--- src/rtl/id_ex_stage.sv ---
// ID/EX pipeline register with load-use hazard detection, bubble insertion on
// stall or flush, and saturating counters for the bubbles each cause inserts.
module id_ex_stage #(
    parameter int XLEN  = 64,
    parameter int CNT_W = 16
) (
    input  logic             clk,
    input  logic             rst_n,
    input  logic             id_branch,
    input  logic             id_MemRead,
    input  logic             id_MemtoReg,
    input  logic             id_MemWrite,
    input  logic             id_ALUSrc,
    input  logic             id_RegWrite,
    input  logic [1:0]       id_ALUOp,
    input  logic [XLEN-1:0]  id_pc,
    input  logic [XLEN-1:0]  id_rs1_data,
    input  logic [XLEN-1:0]  id_rs2_data,
    input  logic [XLEN-1:0]  id_imm,
    input  logic [4:0]       id_rs1,
    input  logic [4:0]       id_rs2,
    input  logic [4:0]       id_rd,
    input  logic [3:0]       id_funct,
    input  logic             flush,
    output logic             ex_branch,
    output logic             ex_MemRead,
    output logic             ex_MemtoReg,
    output logic             ex_MemWrite,
    output logic             ex_ALUSrc,
    output logic             ex_RegWrite,
    output logic [1:0]       ex_ALUOp,
    output logic [XLEN-1:0]  ex_pc,
    output logic [XLEN-1:0]  ex_rs1_data,
    output logic [XLEN-1:0]  ex_rs2_data,
    output logic [XLEN-1:0]  ex_imm,
    output logic [4:0]       ex_rs1,
    output logic [4:0]       ex_rs2,
    output logic [4:0]       ex_rd,
    output logic [3:0]       ex_funct,
    output logic             ex_valid,
    output logic             stall,
    output logic [CNT_W-1:0] stall_count,
    output logic [CNT_W-1:0] flush_count
);

    logic       raw_hazard;
    logic       bubble;
    logic [1:0] cnt_inc;

    // Only registered EX state and ID register indices feed this, so there is
    // no path back through the Control_Unit's control word.
    assign raw_hazard = ex_valid & ex_MemRead & (ex_rd != 5'd0) &
                        ((ex_rd == id_rs1) | (ex_rd == id_rs2));
    assign stall      = raw_hazard & ~flush;
    assign bubble     = flush | stall;
    assign cnt_inc    = {stall, flush};

    always_ff @(posedge clk or negedge rst_n) begin
        if (!rst_n) begin
            ex_branch   <= 1'b0;
            ex_MemRead  <= 1'b0;
            ex_MemtoReg <= 1'b0;
            ex_MemWrite <= 1'b0;
            ex_ALUSrc   <= 1'b0;
            ex_RegWrite <= 1'b0;
            ex_ALUOp    <= '0;
            ex_pc       <= '0;
            ex_rs1_data <= '0;
            ex_rs2_data <= '0;
            ex_imm      <= '0;
            ex_rs1      <= '0;
            ex_rs2      <= '0;
            ex_rd       <= '0;
            ex_funct    <= '0;
            ex_valid    <= 1'b0;
        end else if (bubble) begin
            ex_branch   <= 1'b0;
            ex_MemRead  <= 1'b0;
            ex_MemtoReg <= 1'b0;
            ex_MemWrite <= 1'b0;
            ex_ALUSrc   <= 1'b0;
            ex_RegWrite <= 1'b0;
            ex_ALUOp    <= '0;
            ex_pc       <= '0;
            ex_rs1_data <= '0;
            ex_rs2_data <= '0;
            ex_imm      <= '0;
            ex_rs1      <= '0;
            ex_rs2      <= '0;
            ex_rd       <= '0;
            ex_funct    <= '0;
            ex_valid    <= 1'b0;
        end else begin
            ex_branch   <= id_branch;
            ex_MemRead  <= id_MemRead;
            ex_MemtoReg <= id_MemtoReg;
            ex_MemWrite <= id_MemWrite;
            ex_ALUSrc   <= id_ALUSrc;
            ex_RegWrite <= id_RegWrite;
            ex_ALUOp    <= id_ALUOp;
            ex_pc       <= id_pc;
            ex_rs1_data <= id_rs1_data;
            ex_rs2_data <= id_rs2_data;
            ex_imm      <= id_imm;
            ex_rs1      <= id_rs1;
            ex_rs2      <= id_rs2;
            ex_rd       <= id_rd;
            ex_funct    <= id_funct;
            ex_valid    <= 1'b1;
        end
    end

    // Index 0 counts flush bubbles, index 1 stall bubbles; both hold at all-ones.
    for (genvar gi = 0; gi < 2; gi++) begin : g_cnt
        logic [CNT_W-1:0] cnt_reg;

        always_ff @(posedge clk or negedge rst_n) begin
            if (!rst_n) begin
                cnt_reg <= '0;
            end else if (cnt_inc[gi] && (cnt_reg != {CNT_W{1'b1}})) begin
                cnt_reg <= cnt_reg + CNT_W'(1);
            end
        end
    end

    assign flush_count = g_cnt[0].cnt_reg;
    assign stall_count = g_cnt[1].cnt_reg;

endmodule

--- config.mk ---
export PLATFORM = sky130hd
export DESIGN_NAME = id_ex_stage
export DESIGN_NICKNAME = d
export VERILOG_FILES = /design/src/rtl/id_ex_stage.sv
export SDC_FILE = /design/constraint.sdc
export NUM_CORES = 1
export LEC_CHECK = 0
export ABC_AREA = 1
export CORE_AREA = 2 2 236 238
export DETAILED_ROUTE_END_ITERATION = 8
export DIE_AREA = 0 0 238 240
export GPL_ROUTABILITY_DRIVEN = 0
export MAX_ROUTING_LAYER = met4
export PLACE_DENSITY = 0.61
export SKIP_CTS_REPAIR_TIMING = 1
export SYNTH_ARGS = -nofsm -noshare
export SYNTH_HDL_FRONTEND = slang
export SYNTH_SLANG_ARGS = --single-unit
--- constraint.sdc ---
create_clock -name clk -period 1.45 [get_ports clk]
set_input_delay 0.29 -clock clk [delete_from_list [all_inputs] [get_ports clk]]
set_output_delay 0.29 -clock clk [all_outputs]
set_load 0.005 [all_outputs]
# Word-level counts from Yosys, hierarchy flattened
# Index checks and enable logic that the tools add are counted.
# W data, S select, Z words.
[classes]
n_eq_ne = 4
reduce_logical = 3
add_sub_neg = 2
mux = 16
n_bitwise = 7
[ops]
columns = ["operator", "n"]
rows = [
  ["$mux W64", 4],
  ["$add A16 B1 Y16 const B", 2],
  ["$ne A16 B16 Y1 const B", 2],
  ["$mux W5", 3],
  ["$eq A5 B5 Y1", 2],
  ["$mux W1", 7],
  ["$reduce_bool A5 Y1", 1],
  ["$and A1 B1 Y1", 4],
  ["$mux W4", 1],
  ["$logic_and A1 B1 Y1", 2],
  ["$mux W2", 1],
  ["$or A1 B1 Y1", 2],
  ["$not A1 Y1", 1],
]
[totals]
output_inout_bits = 317
regBits = 316
inputBits = 286

# Longest topological paths before layout
[logic_depth]
word_depth = 6
ltp_mapped = 11
depth_no_buf = 10

# Worst setup path before layout
# No wires, ideal clock.
[synth_path]
kind = "register to register"
from = "register g_cnt[1].cnt_reg[0], in the netlist stall_count[0]"
to = "register g_cnt[1].cnt_reg[7], in the netlist stall_count[7]"
path_stages_with_launch = 12
required_time_ns = 1.333
setup_time_ns = 0.117
arrival_ns = 1.499
n_path_buf = 1
slack_ns = -0.165
cell_sequence = "dfrtp_1 -> ha_1 -> nand2_1 -> nor2_2 -> nand3_2 -> nor2_2 -> nand2_1 -> inv_1 -> nor2_4 -> buf_6 -> nand2_1 -> nand2_1"
[synth_between]
elab_chain_cells = 2
word_cells_on_any_way = 3
cone_classes = "1 x add/sub; 1 x eq/ne; 1 x reduce/logical"
[synth_rtl]
columns = ["element", "line_no", "text"]
rows = [
  ["start: declaration", "115", "logic [CNT_W-1:0] cnt_reg;"],
  ["start signal: assignment", "121", "cnt_reg <= cnt_reg + CNT_W'(1);"],
  ["branches (longest 2 deep; another with $add A16 B1 Y16)", "-", ""],
]
# Parallel ways; which one is timed is not known.
# A chain may end at the register's enable or synchronous reset.

# Worst setup path after layout
[layout_path]
from = "register ex_rd[0]"
to = "output port stall"
[layout_between]
elab_chain_cells = 4
word_cells_on_any_way = 7
cone_classes = "2 x eq/ne; 4 x bitwise; 1 x reduce/logical"
[layout_rtl]
columns = ["element", "line_no", "text"]
rows = [
  ["start: declaration", "38", "output logic [4:0] ex_rd,"],
  ["start signal: assignment", "107", "ex_rd <= id_rd;"],
  ["$eq A5 B5 Y1 or $reduce_bool A5 Y1 (tied branches)", "53, 52", ""],
  ["$or A1 B1 Y1 or $and A1 B1 Y1 (tied branches)", "53, 52", ""],
  ["$and A1 B1 Y1 *", "52", "assign raw_hazard = ex_valid & ex_MemRead & (ex_rd != 5'd0) &"],
  ["$and A1 B1 Y1 *", "54", "assign stall = raw_hazard & ~flush;"],
  ["end: declaration", "41", "output logic stall,"],
]
# Every way passes the cells marked *; elsewhere a longest branch is shown, timed or not.

==> run summary <==
The flow ran to the end, but the final reports show violations. The final reports fail on setup timing. The first global-routing pass estimated 58.9 mm of wire.

The cell leakage power came out at between 0.01 and 0.015 uW. The post-route antenna net violation count came out at 0. The design internal power is 17,300 uW.

After clock tree synthesis, the clock-pin slew on the worst setup and hold paths is about 0.060 ns. The level count of the clock H-tree is 2. The fraction of layout cells with a size suffix above 1 is between 10% and 20%. Sequential cells account for between 40% and 50% of the total power. The critical path class is flop to output pin. The path class of the tightest hold or removal check is primary input to asynchronous set/reset pin.

The clock skew is ~0.016 ns. Compared with the post-synthesis result, the final layout area differs by 84.1%. The post-synthesis sequential area ratio is between 60 and 70%.

Entering global routing, the biggest net connects 34 pins. The largest individual stage delay along the critical path comes from the cell sky130_fd_sc_hd__dfrtp_1. The maximum clock rate came out at between 400 and 500 MHz.

The final critical delay including setup and external delays came out at around 2.1 ns. At the end of the flow the core is filled with cells to between 30 and 40%. The accumulated negative setup slack is -198.80 ns. Traced cell by cell, the critical path runs through buf_6, nand2_1, nand2_2, nor2_4, nand3_2, nand2_2, nand3_2, inv_2, buf_6. The clock passes through at most 3 buffers.

The reported max-cap violation count is 0. The design draws ~23,000 uW. The root buffer cell is sky130_fd_sc_hd__clkbuf_16.

Setup repair after global routing could not meet its margin everywhere. The worst setup path is captured at an output pin. The arrival time at the worst endpoint came out at roughly 1.8 ns. The number of global-route vias before repair came out at between 10,000 and 15,000.

The final route contains 9,768 vias. TritonCTS built the clock tree. The actual transition at the worst max-transition pin came out at between 0.3 and 0.4 ns. The mean area per synthesized cell came out at 10.0 um^2. In the final layout, the multi-input gates occupy between 0.002 and 0.0025 mm^2. The hold violation total from the final report is 0. Buffers inserted during clock tree synthesis total 36. The share of the cycle needed by the critical path after routing came out at 146%. The horizontal extent of the die is around 240 um. The net count after synthesis is approximately 1,400. The via-per-instance ratio is ~3.7. Summing all flip-flop and latch instances after layout gives just under 0.008 mm^2.

The die outline height came out at 240 um. The net switching component of the power is 5280 uW. The switching power share of the total is between 20% and 30%. The sink count of the clock tree came out at 316. In this run, synthesis produced a sequential element count of roughly 320. Summed over all layers, the global routing overflow is 0. The area of the placeable core came out at approximately 0.055 mm^2.

The number of antenna violations at the first check in global routing is 2. The max-slew headroom at the worst pin is between 70% and 80%. The post-DP HPWL came out at 31.7 mm. STA classifies the critical path startpoint as a flop. The max-slew violation total from the final report is 0. The pre-CTS worst setup slack came out at -1.27 ns. The total of endpoints with negative setup slack in the final report is 630. In the final design database the tool counted around 2,200 nets. Power spread over the standard cell area amounts to approximately 1100 mW/mm^2. The insertion delay to the later sink of the worst-skew pair is between 0.5 and 0.6 ns. The largest stage delay on the critical path came out at about 0.43 ns. The worst register-to-register path has a setup slack of -0.49 ns. The combined global-route utilization of all metal layers is between 10% and 20%. Across all setup checks in the final design, the least slack found is -0.665 ns. The number of port buffers is between 600 and 700. The die area is around 0.057 mm^2.

The synthesized netlist occupies a cell area of 0.0115 mm^2. The number of iterations in the first detailed-routing pass is 4. Dividing the detail-routed wire length by the instance count gives roughly 16 um. The DRC marker count from the first detailed-route iteration is about 250. Synthesis handed over a netlist of 1,142 instances. The cell count after placement came out at approximately 2,600. The number of warnings printed during yosys synthesis is 0.

After filler insertion, the fill cell instance count of the layout stands at about 5,400. The initial standard-cell utilization of the core came out at 21.0%. The worst-path maximum fanout came out at 4. The count of different cell masters after synthesis is 24. The non-filler instance count after layout came out at between 2,000 and 3,000. The part of the power in the clock network came out at ~40%.

The data required time of the worst path is between 1 and 1.5 ns. The overall routed net length is just over 40 mm. The row count came out at 86.

The proportion of power drawn by combinational gates is 16.5%. In the routed design, unresolved DRC markers number 0. The highest ir drop seen on vdd came out at 0.850 mV. between 600 and 700 I/O pins were placed.
## per-layer routing
| layer | part of all wire [%] | vias up | routed length, um | GRT usage (%) |
|---|---|---|---|---|
| met1 | 39 | 4597 | 16000 | 15.2 |
| met3 | 8.1 | 68 | 3360 | 4.80 |
| li1 | - | 4696 | - | - |
| met2 | 50 | 407 | 20900 | 24.2 |
| met5 | 0 | - | 0 | - |
| met4 | 2.7 | 0 | 1130 | 4.60 |
## power by group through the flow
| stage | Clock (uW) | Sequential (uW) | Combinational [uW] |
|---|---|---|---|
| floorplan | 0 | 9790 | 694 |
| global placement | 0 | 9690 | 3530 |
| detailed placement | 0 | 9720 | 3580 |
| CTS | 9540 | 9560 | 3600 |
| global route | 9910 | 9600 | 4050 |
| finish | 9280 | 9550 | 3710 |
## kinds of logic (layout without fill, tap and decap cells)
group / Yosys count / after routing / synth area share [%]
other: 0 / 2 / 0
and+or+nand+nor: 446 / 447 / 15.3
xor gates and xnor gates: 29 / 29 / 2.21
adders and majority gates: 2 / 2 / 0.218
DFF: 316 / 316 / 68.9
AOI/OAI and AO/OA: 3 / 3 / 0.131
buffers and inverters: 346 / 1137 / 13.2
## critical path: cells and delay by family (launching register included)
kind | cells | cell delay, ns
buffers and inverters | 3 | 0.34
DFF | 1 | 0.43
and+or+nand+nor | 6 | 0.52
## sequential cells by signal (all words and copies together), names as in the netlist, 2 cells and up
register,flops
flush_count,16
ex_rs2_data,64
ex_ALUOp,2
ex_rd,5
ex_imm,64
ex_rs2,5
ex_rs1,5
stall_count,16
ex_rs1_data,64
ex_pc,64
ex_funct,4
## layout by cell type (no fill, tap or decap), types with 2 or more instances in the layout
cell type | Yosys | layout
sky130_fd_sc_hd__buf_6 | 25 | 9
sky130_fd_sc_hd__nand4_1 | 2 | 2
sky130_fd_sc_hd__nand3_2 | 1 | 5
sky130_fd_sc_hd__clkbuf_8 | 0 | 9
sky130_fd_sc_hd__bufinv_16 | 0 | 2
sky130_fd_sc_hd__buf_4 | 6 | 113
sky130_fd_sc_hd__xor2_1 | 20 | 20
sky130_fd_sc_hd__nor2_4 | 1 | 5
sky130_fd_sc_hd__buf_16 | 0 | 2
sky130_fd_sc_hd__inv_1 | 311 | 307
sky130_fd_sc_hd__buf_8 | 0 | 6
sky130_fd_sc_hd__nand3b_1 | 2 | 2
sky130_fd_sc_hd__nand2_2 | 2 | 7
sky130_fd_sc_hd__diode_2 | 0 | 2
sky130_fd_sc_hd__nand2_8 | 0 | 3
sky130_fd_sc_hd__xnor2_1 | 9 | 9
sky130_fd_sc_hd__buf_12 | 0 | 19
sky130_fd_sc_hd__clkdlybuf4s50_1 | 0 | 598
sky130_fd_sc_hd__dfrtp_1 | 316 | 316
sky130_fd_sc_hd__nor2_1 | 305 | 297
sky130_fd_sc_hd__o21ai_0 | 2 | 2
sky130_fd_sc_hd__clkinv_2 | 0 | 7
sky130_fd_sc_hd__clkbuf_16 | 0 | 49
sky130_fd_sc_hd__nand3_1 | 11 | 7
sky130_fd_sc_hd__nor2_2 | 3 | 7
sky130_fd_sc_hd__inv_2 | 2 | 6
sky130_fd_sc_hd__nor3_1 | 5 | 5
sky130_fd_sc_hd__clkbuf_1 | 0 | 6
sky130_fd_sc_hd__nand2_1 | 111 | 104
## synthesized netlist by cell type
library cell,instances,area (um^2)
sky130_fd_sc_hd__o21ai_0,2,10.0
sky130_fd_sc_hd__nand4_1,2,12.5
sky130_fd_sc_hd__xnor2_1,9,78.8
sky130_fd_sc_hd__nor2_1,305,1140
sky130_fd_sc_hd__nor3_1,5,25.0
sky130_fd_sc_hd__and3_1,1,6.26
sky130_fd_sc_hd__a21oi_1,1,5.00
sky130_fd_sc_hd__xor2_1,20,175
sky130_fd_sc_hd__nand4_4,1,21.3
sky130_fd_sc_hd__buf_4,6,45.0
sky130_fd_sc_hd__ha_1,2,25.0
sky130_fd_sc_hd__buf_2,2,10.0
sky130_fd_sc_hd__inv_2,2,7.51
sky130_fd_sc_hd__nand3b_1,2,15.0
sky130_fd_sc_hd__nor2_2,3,18.8
sky130_fd_sc_hd__nor2_4,1,11.3
sky130_fd_sc_hd__dfrtp_1,316,7910
sky130_fd_sc_hd__buf_6,25,282
sky130_fd_sc_hd__nand2_2,2,12.5
sky130_fd_sc_hd__nand2_1,111,417
sky130_fd_sc_hd__inv_1,311,1170
sky130_fd_sc_hd__nand3_1,11,55.1
sky130_fd_sc_hd__nand3_2,1,10.0
sky130_fd_sc_hd__nor3_2,1,10.0
## final cells by class
class                   instances  share of cell area [%]
multi-input cells             481                    10.3
diodes                          2                  0.0237
well taps                     704                    4.17
flip-flops and latches        316                    37.4
clock buffers                  53                    5.20
clock inverters                12                   0.604
repair buffers                759                    36.7
inverters                     313                    5.56
## stage by stage
stage	hold slack [ns]	cell area (um^2)
after CTS	-0.392	20600
after detailed placement	0.200	19400
after floorplan	-0.00559	11500
after global placement	0.197	19400
after global routing	0.244	21100
final	0.255	21100
## worst paths after layout
kind | start | end | depth (start not counted)
max in group asynchronous | rst_n | ex_pc[52] | 4
min in group clk | id_rd[2] | ex_rd[2] | 3
worst max register to register | ex_rd[0] | ex_imm[18] | 12
worst min register to register | stall_count[3] | stall_count[3] | 2
worst min-delay path | rst_n | ex_rs1_data[56] | 2
worst max-delay path | ex_rd[0] | stall | 9
(Power assumes the default switching activity.)
